[src/rtl/seq_chunk_adder.sv]
// Multi-cycle unsigned add/sub/accumulate unit that processes CHUNK bits per clock.
// It uses a registered carry between chunks and a start/ready/done handshake.
module seq_chunk_adder #(
    parameter int WIDTH = 16,
    parameter int CHUNK = 4
) (
    input  logic             clk,
    input  logic             reset,
    input  logic             start,
    input  logic [1:0]       mode,
    input  logic             sat,
    input  logic [WIDTH-1:0] dataa,
    input  logic [WIDTH-1:0] datab,
    output logic             ready,
    output logic             busy,
    output logic             done,
    output logic [WIDTH-1:0] sum,
    output logic             carry_out,
    output logic             overflow
);

    localparam int NCHUNK = WIDTH / CHUNK;
    localparam int IDXW   = (NCHUNK > 1) ? $clog2(NCHUNK) : 1;

    localparam logic [1:0] MODE_ADD = 2'b00;
    localparam logic [1:0] MODE_SUB = 2'b01;
    localparam logic [1:0] MODE_ACC = 2'b10;
    localparam logic [1:0] MODE_CLR = 2'b11;

    typedef enum logic [1:0] {IDLE, RUN, DONE} state_t;

    state_t            state_q;
    logic [1:0]        mode_q;
    logic              sat_q;
    logic [WIDTH-1:0]  opa_q;
    logic [WIDTH-1:0]  opb_q;
    logic              carry_q;
    logic [IDXW-1:0]   idx_q;
    logic [WIDTH-1:0]  shadow_q;
    logic [WIDTH-1:0]  acc_q;
    logic [WIDTH-1:0]  sum_q;
    logic              cout_q;
    logic              ovf_q;
    logic              ready_q;
    logic              busy_q;
    logic              done_q;

    logic [CHUNK:0]    chunkSum;
    logic              lastChunk;
    logic [WIDTH-1:0]  shadow_d;
    logic              ovf_d;
    logic [WIDTH-1:0]  result_d;

    // Operands shift right each RUN cycle, so the active chunk always sits in the low bits.
    // Finished chunks enter the shadow result from the top.
    always_comb begin
        chunkSum  = {1'b0, opa_q[CHUNK-1:0]} + {1'b0, opb_q[CHUNK-1:0]}
                  + {{CHUNK{1'b0}}, carry_q};
        lastChunk = (idx_q == IDXW'(NCHUNK - 1));
        shadow_d  = (shadow_q >> CHUNK) | (WIDTH'(chunkSum[CHUNK-1:0]) << (WIDTH - CHUNK));
        ovf_d     = (mode_q == MODE_SUB) ? ~chunkSum[CHUNK] : chunkSum[CHUNK];
        result_d  = shadow_d;
        if (sat_q && ovf_d) begin
            result_d = (mode_q == MODE_SUB) ? '0 : '1;
        end
    end

    always_ff @(posedge clk) begin
        if (reset) begin
            state_q  <= IDLE;
            mode_q   <= MODE_ADD;
            sat_q    <= 1'b0;
            opa_q    <= '0;
            opb_q    <= '0;
            carry_q  <= 1'b0;
            idx_q    <= '0;
            shadow_q <= '0;
            acc_q    <= '0;
            sum_q    <= '0;
            cout_q   <= 1'b0;
            ovf_q    <= 1'b0;
            ready_q  <= 1'b1;
            busy_q   <= 1'b0;
            done_q   <= 1'b0;
        end else begin
            case (state_q)
                IDLE: begin
                    if (start) begin
                        mode_q   <= mode;
                        sat_q    <= sat;
                        opa_q    <= (mode == MODE_ACC) ? acc_q : dataa;
                        opb_q    <= (mode == MODE_SUB) ? ~datab : datab;
                        carry_q  <= (mode == MODE_SUB);
                        idx_q    <= '0;
                        shadow_q <= '0;
                        ready_q  <= 1'b0;
                        busy_q   <= 1'b1;
                        if (mode == MODE_CLR) begin
                            state_q <= DONE;
                            sum_q   <= '0;
                            acc_q   <= '0;
                            cout_q  <= 1'b0;
                            ovf_q   <= 1'b0;
                            done_q  <= 1'b1;
                        end else begin
                            state_q <= RUN;
                        end
                    end
                end
                RUN: begin
                    opa_q    <= opa_q >> CHUNK;
                    opb_q    <= opb_q >> CHUNK;
                    carry_q  <= chunkSum[CHUNK];
                    shadow_q <= shadow_d;
                    idx_q    <= idx_q + IDXW'(1);
                    // Visible outputs change only here, never with a partial result.
                    if (lastChunk) begin
                        state_q <= DONE;
                        sum_q   <= result_d;
                        cout_q  <= chunkSum[CHUNK];
                        ovf_q   <= ovf_d;
                        done_q  <= 1'b1;
                        if (mode_q == MODE_ACC) begin
                            acc_q <= result_d;
                        end
                    end
                end
                DONE: begin
                    state_q <= IDLE;
                    ready_q <= 1'b1;
                    busy_q  <= 1'b0;
                    done_q  <= 1'b0;
                end
                default: begin
                    state_q <= IDLE;
                    ready_q <= 1'b1;
                    busy_q  <= 1'b0;
                    done_q  <= 1'b0;
                end
            endcase
        end
    end

    assign ready     = ready_q;
    assign busy      = busy_q;
    assign done      = done_q;
    assign sum       = sum_q;
    assign carry_out = cout_q;
    assign overflow  = ovf_q;

endmodule

[config.mk]
export PLATFORM = sky130hd
export DESIGN_NAME = seq_chunk_adder
export DESIGN_NICKNAME = d
export VERILOG_FILES = /design/src/rtl/seq_chunk_adder.sv
export SDC_FILE = /design/constraint.sdc
export NUM_CORES = 1
export LEC_CHECK = 0
export ABC_AREA = 1
export BUFFER_PORTS_ARGS = -buffer_cell sky130_fd_sc_hd__buf_2
export CAP_MARGIN = 20
export CORE_AREA = 8 8 99 101
export CTS_CLUSTER_SIZE = 40
export DETAILED_ROUTE_END_ITERATION = 12
export DIE_AREA = 0 0 107 109
export HOLD_SLACK_MARGIN = 0.12
export PLACE_DENSITY = 0.82
export SKIP_LAST_GASP = 1
export SLEW_MARGIN = 20
export SYNTH_ARGS = -nofsm -noshare
export SYNTH_HDL_FRONTEND = slang
export SYNTH_SLANG_ARGS = --single-unit
[constraint.sdc]
create_clock -name clk -period 2.71 [get_ports clk]
set_input_delay 0.542 -clock clk [delete_from_list [all_inputs] [get_ports clk]]
set_output_delay 0.542 -clock clk [all_outputs]
set_load 0.03 [all_outputs]
==> results of run 1 <==
==> metrics by stage <==
stage	instances	hold slack [ns]	setup WS [ns]	power [mW]	instance area, um^2
after global routing	704	0.483	0.232	3.37	4540
after floorplan	549	0.433	0.709	2.10	4030
final	704	0.455	0.430	3.21	4540
after CTS	704	0.446	0.452	3.23	4540
after global placement	688	0.443	0.473	2.26	4340
after detailed placement	688	0.446	0.389	2.28	4340
==> layout by cell type, fill, tap and decap left out, drive strengths merged <==
cell type	Yosys	final
nand3	12	12
buf	20	66
a31oi	21	21
o21ai	25	25
inv	50	52
clkinvlp	0	1
clkbuf	15	10
nor2	10	10
nand2	198	198
bufinv	0	1
xnor2	15	15
ha	4	4
o211ai	14	14
fa	2	2
xor2	2	2
o22ai	1	1
or2	2	2
nand4	2	2
clkinv	0	2
a22oi	1	1
a21oi	66	66
dfxtp	89	89
==> flip-flops by register name (all words and copies together) (netlist names) <==
| name | count |
|---|---|
| sum | 16 |
| ready | 1 |
| idx_q | 2 |
| acc_q | 16 |
| overflow | 1 |
| opb_q | 16 |
| mode_q | 2 |
| sat_q | 1 |
| carry_q | 1 |
| busy | 1 |
| shadow_q | 12 |
| opa_q | 16 |
| done | 1 |
| carry_out | 1 |
| state_q | 2 |
==> cell families (layout without fill, tap and decap cells) <==
group           count (synthesis)  count (layout)  share of synthesized area
compound gates                128             128                      0.185
xor+xnor                       17              17                     0.0370
fa+ha+maj                       6               6                     0.0224
buf+inv                        85             132                     0.0901
flops                          89              89                      0.443
simple gates                  224             224                      0.223
==> worst register-to-register path: stages (launching register included) <==
cell	delay, ns
dfxtp_1	0.34
fa_1	0.46
fa_1	0.44
nand2_1	0.08
nand2_1	0.07
nand3_1	0.12
nand3_2	0.29
nand2_1	0.15
nand2_1	0.12
a21oi_1	0.16
==> power by group <==
| group | switching (mW) | internal, mW | total, mW |
|---|---|---|---|
| clock network | 0.490 | 0.455 | 0.944 |
| logic | 0.505 | 0.235 | 0.739 |
| registers | 0.0753 | 1.45 | 1.52 |
| total | 1.07 | 2.14 | 3.21 |
==> layout make-up <==
type	count	area [um^2]	area share
Multi-Input combinational cell	375	1880	0.414
Clock buffer	10	138	0.0303
Sequential cell	89	1780	0.393
Tap cell	108	135	0.0298
Inverter	50	188	0.0414
Clock inverter	6	65.1	0.0143
Timing Repair Buffer	66	350	0.0772
==> final timing paths <==
| kind | end | slack [ns] | cells after the start |
|---|---|---|---|
| worst min-delay path | sat_q | 0.45 | 3 |
| worst max-delay path | sum[12] | 0.43 | 9 |
| worst min register to register | busy | 0.46 | 2 |
| worst max register to register | sum[12] | 0.43 | 9 |
==> layer usage <==
layer	track usage	vias up	wire, um
met5	0	-	0
met4	0.0754	0	176
met3	0.0378	12	516
met2	0.278	94	4790
met1	0.220	1670	4380
li1	-	1849	-
==> out/metrics.yaml, run 1 <==
outcome: "complete, no violations"
path_class: "reg -> reg"
post-route-min-period_ns: 2.28
path_clk_slew_ns: 0.08
synth.top_cells.by_area: "dfxtp_1, nand2_1, a21oi_1"
die_area_mm2: 0.0117
port_buffers: 58
tightest_slew_ns: 0.846
syn_nets: 593
rsz0062_at_grt: "no"
wirelength_mm: 9.86
path_delay_family: "adder cells"
crit_fanout: 16
via_count: 3625
p_leak_nw: 1.97
areaGrowthSynthToFinish_pct: 12.7
seq_area_frac_synth: 0.443
coreArea_mm2: 0.00838
cts_htree_levels: 3
grt_use_total: 0.173
cts_setup_buffers: 0
root_buffer: "clkbuf_8"
cp-start-kind: "flip-flop"
synth_cell_types: 29
utilization: 0.542
critPathBufInv: 0
cts_hold_buf: 0
yosys_warnings: 0
ys_ff_latch: 89
maxSlewHeadroom: 0.435
clk_path_buf_depth: 2
critPathRequiredTime_ns: 3.01
globalplace.congestion: 0.821
timing_hold_violations_final: 0
cp_slowest_cell: "fa_1"
maxCapViolations: 0
drc: 0
vias_per_cell: 5.15
grt_pass1_vias: 3371
synth_edf_count: 0
synth_top_area_frac: 0.443
worstSkewPairLatency_ns: 0.37
drive_above_1_share: 0.171
fillers: 786
num-nets-final: 635
num_antenna_cells: 0
antenna_found_initial: 0
die_x_um: 107
avgSynthCellArea_um2: 7.33
ioPinCount: 59
grt_first_pass_wirelength_mm: 16.2
powerDensity_mw_per_mm2: 707
cts_made_buffers: 9
clock_skew_ns: 0.0135
hold_start: "sat"
drt_iter0_markers: 244
vdd.ir_drop.worst_v: 0.000236
cts_tree: "yes"
cts_sinks: 89
grt-ovfl-total: 0
fmax_mhz: 439
async_flop_share: 0
timing.rr.start: "opa_q[0]"
worstPathCellList: "fa_1 > fa_1 > nand2_1 > nand2_1 > nand3_1 > nand3_2 > nand2_1 > nand2_1 > a21oi_1"
critPathArrivalTime_ns: 2.58
std_cell_rows: 34
cpMostUsedCell: "nand2_1"
die_h_um: 109
netlist_instances: 549
grt_max_degree: 50
finalMaxSlewViolations: 0
first_pass_iters: 5
cts_resized: 0
min_period_over_period: 0.842
dp_hpwl_mm: 6.95
wl_per_cell_um: 14.0
setup_viol: 0
start_util: 0.480
synth_top_cells_by_count: "nand2_1, dfxtp_1, a21oi_1"
antenna_left: 0
crit_path_end_kind: "flip-flop"
cp-startpoint: "opa_q[0]"
tns_ns: 0
netlist_area_mm2: 0.00403
yosys.area.top_type: "dfxtp_1"
critPathMaxStageDelay_ns: 0.46
holdCritPathClass: "in -> reg"
synth.most_common_cell: "nand2_1"
synth_flop_cell: "dfxtp_1"
(Power assumes the default switching activity.)
==> run 2: changes to the inputs <==
==> constraint.sdc (replaced) <==
create_clock -name clk -period 2.3 [get_ports clk]
set_input_delay 0.46 -clock clk [delete_from_list [all_inputs] [get_ports clk]]
set_output_delay 0.46 -clock clk [all_outputs]
set_load 0.03 [all_outputs]
==> out/metrics.yaml, run 2 (synthesis results as in run 1) <==
outcome: "complete, no violations"
finalMaxSlewViolations: 0  # unchanged
cts_made_buffers: 9  # unchanged
path_delay_family: "adder cells"
vdd.ir_drop.worst_v: 0.000387  # +64%
post-route-min-period_ns: 2.13  # -0.154 ns
cp_slowest_cell: "fa_1"
clk_path_buf_depth: 2  # unchanged
vias_per_cell: 5.21  # +1.1%
tns_ns: 0  # unchanged
worstSetupEndpoint: "sum[11]"
cts_htree_levels: 3  # unchanged
via_count: 3712  # +2.4%
holdWs_ns: 0.353  # -0.101 ns
timing.rr.start: "opa_q[0]"
grt_pass1_vias: 3477  # +3.1%
path_class: "reg -> reg"
wl_per_cell_um: 14.6  # +4.2%
start_util: 0.480  # unchanged
timing_hold_violations_final: 0  # unchanged
ioPinCount: 59  # unchanged
antenna_left: 0  # unchanged
die_x_um: 107  # unchanged
die_h_um: 109  # unchanged
cp_num_cells: 8  # -1
tightest_slew_ns: 0.582  # -0.264 ns
grt_max_degree: 34  # -32%
antenna_found_initial: 0  # unchanged
setup_viol: 0  # unchanged
num-nets-final: 644  # +1.4%
critPathBufInv: 0  # unchanged
drive_above_1_share: 0.187  # +0.0156
clock_skew_ns: 0.00881  # -0.00465 ns
cts_tree: "yes"
reg2reg_slack_ns: 0.17  # -0.26 ns
areaGrowthSynthToFinish_pct: 15.4
layout_common_cells: "nand2_1, dfxtp_1, buf_2"
path_clk_slew_ns: 0.09  # about the same
rsz0062_at_grt: "no"
grt_first_pass_wirelength_mm: 16.8  # +3.8%
num_antenna_cells: 0  # unchanged
coreArea_mm2: 0.00838  # unchanged
first_pass_iters: 5  # unchanged
crit_fanout: 8  # -8
critPathMaxStageDelay_ns: 0.46  # about the same
powerDensity_mw_per_mm2: 824  # +17%
mostFrequentLayoutCell: "nand2_1"
dp_hpwl_mm: 7.33  # +5.4%
reg2reg_depth: 8  # -1
worstSkewPairLatency_ns: 0.36  # about the same
r2r_end: "sum[11]"
final_cells: 713  # +1.3%
min_path_cells: 2  # -1
p_leak_nw: 2.03  # +2.8%
port_buffers: 58  # unchanged
critPathArrivalTime_ns: 2.37  # -0.21 ns
globalplace.congestion: 0.860  # +4.7%
grt-ovfl-total: 0  # unchanged
cp-start-kind: "flip-flop"
place_inst: 696  # +1.2%
maxCapViolations: 0  # unchanged
min_period_over_period: 0.925  # +0.0831
drc: 0  # unchanged
die_area_mm2: 0.0117  # unchanged
wirelength_mm: 10.4  # +5.5%
grt_use_total: 0.179  # +0.00567
drt_iter0_markers: 478  # +96%
fmax_mhz: 470  # +7.2%
maxSlewHeadroom: 0.612  # +0.176
std_cell_rows: 34  # unchanged
cts_sinks: 89  # unchanged
critPathRequiredTime_ns: 2.54  # -0.47 ns
holdCritPathClass: "in -> reg"
cp-startpoint: "opa_q[0]"
crit_path_end_kind: "flip-flop"
root_buffer: "clkbuf_8"
worstPathCellList: "fa_1 > fa_1 > nand3_1 > nand3_2 > nand3_4 > nand2_1 > nand2_1 > a21oi_1"
run 2: cell types whose count changed in the layout (fill, tap and decap cells not counted):
cell,previous run,this run
buf_12,0,1
buf_4,8,15
clkinv_4,0,2
clkinvlp_4,1,0
inv_6,2,1
nand3_1,11,9
nand3_2,1,2
nand3_4,0,2
run 2: metal layers:
| metal | wire length, um | GRT usage | vias up |
|---|---|---|---|
| li1 | - | - | 1868 |
| met1 | 4650 | 0.221 | 1716 |
| met2 | 5060 | 0.299 | 109 |
| met3 | 431 | 0.0242 | 19 |
| met4 | 270 | 0.0935 | 0 |
| met5 | 0 | 0 | - |
run 2: worst min-delay path by stage:
stage / start / end / slack [ns]
finish: reset / shadow_q[7] / 0.35
global route: reset / shadow_q[7] / 0.35
CTS: reset / shadow_q[7] / 0.34
detailed placement: busy / busy / 0.44
global placement: busy / busy / 0.44
floorplan: idx_q[0] / idx_q[0] / 0.43
run 2: repair_timing:
item / 4_1_cts / 5_1_grt
gates resized for setup: 0 / 4
hold buffers: 0 / 0
setup buffers: 0 / 0
endpoints found under the hold margin: 0 / 0
endpoints found under the setup margin: 0 / 32
run 2: per-stage QoR:
stage / total power, mW / setup WS (ns) / util / area (um^2)
global route: 4.03 / 0.0491 / 0.554 / 4650
global placement: 2.71 / 0.135 / 0.526 / 4410
floorplan: 2.48 / 0.299 / - / 4030
finish: 3.83 / 0.173 / 0.554 / 4650
detailed placement: 2.73 / 0.0505 / 0.526 / 4410
CTS: 3.82 / 0.0481 / 0.550 / 4610
run 2: final cells by class:
cell class              count  area, um^2
fillers                   744        3730
repair buffers             74         423
well taps                 108         135
clock inverters             6        66.3
multi-input cells         376        1920
inverters                  50         188
flip-flops and latches     89        1780
clock buffers              10         138
run 2: report_power, final:
group | leakage (nW) | total (mW) | internal, mW | switching [mW]
combinational | 1.19 | 0.921 | 0.307 | 0.614
sequential | 0.729 | 1.80 | 1.71 | 0.0953
clock | 0.107 | 1.10 | 0.536 | 0.569
total | 2.03 | 3.83 | 2.55 | 1.28
run 2: worst register-to-register path: cells and delay by family (launching register included):
kind,cells,cell delay (ns)
fa+ha+maj,2,0.89
simple gates,5,0.70
flops,1,0.33
compound gates,1,0.09
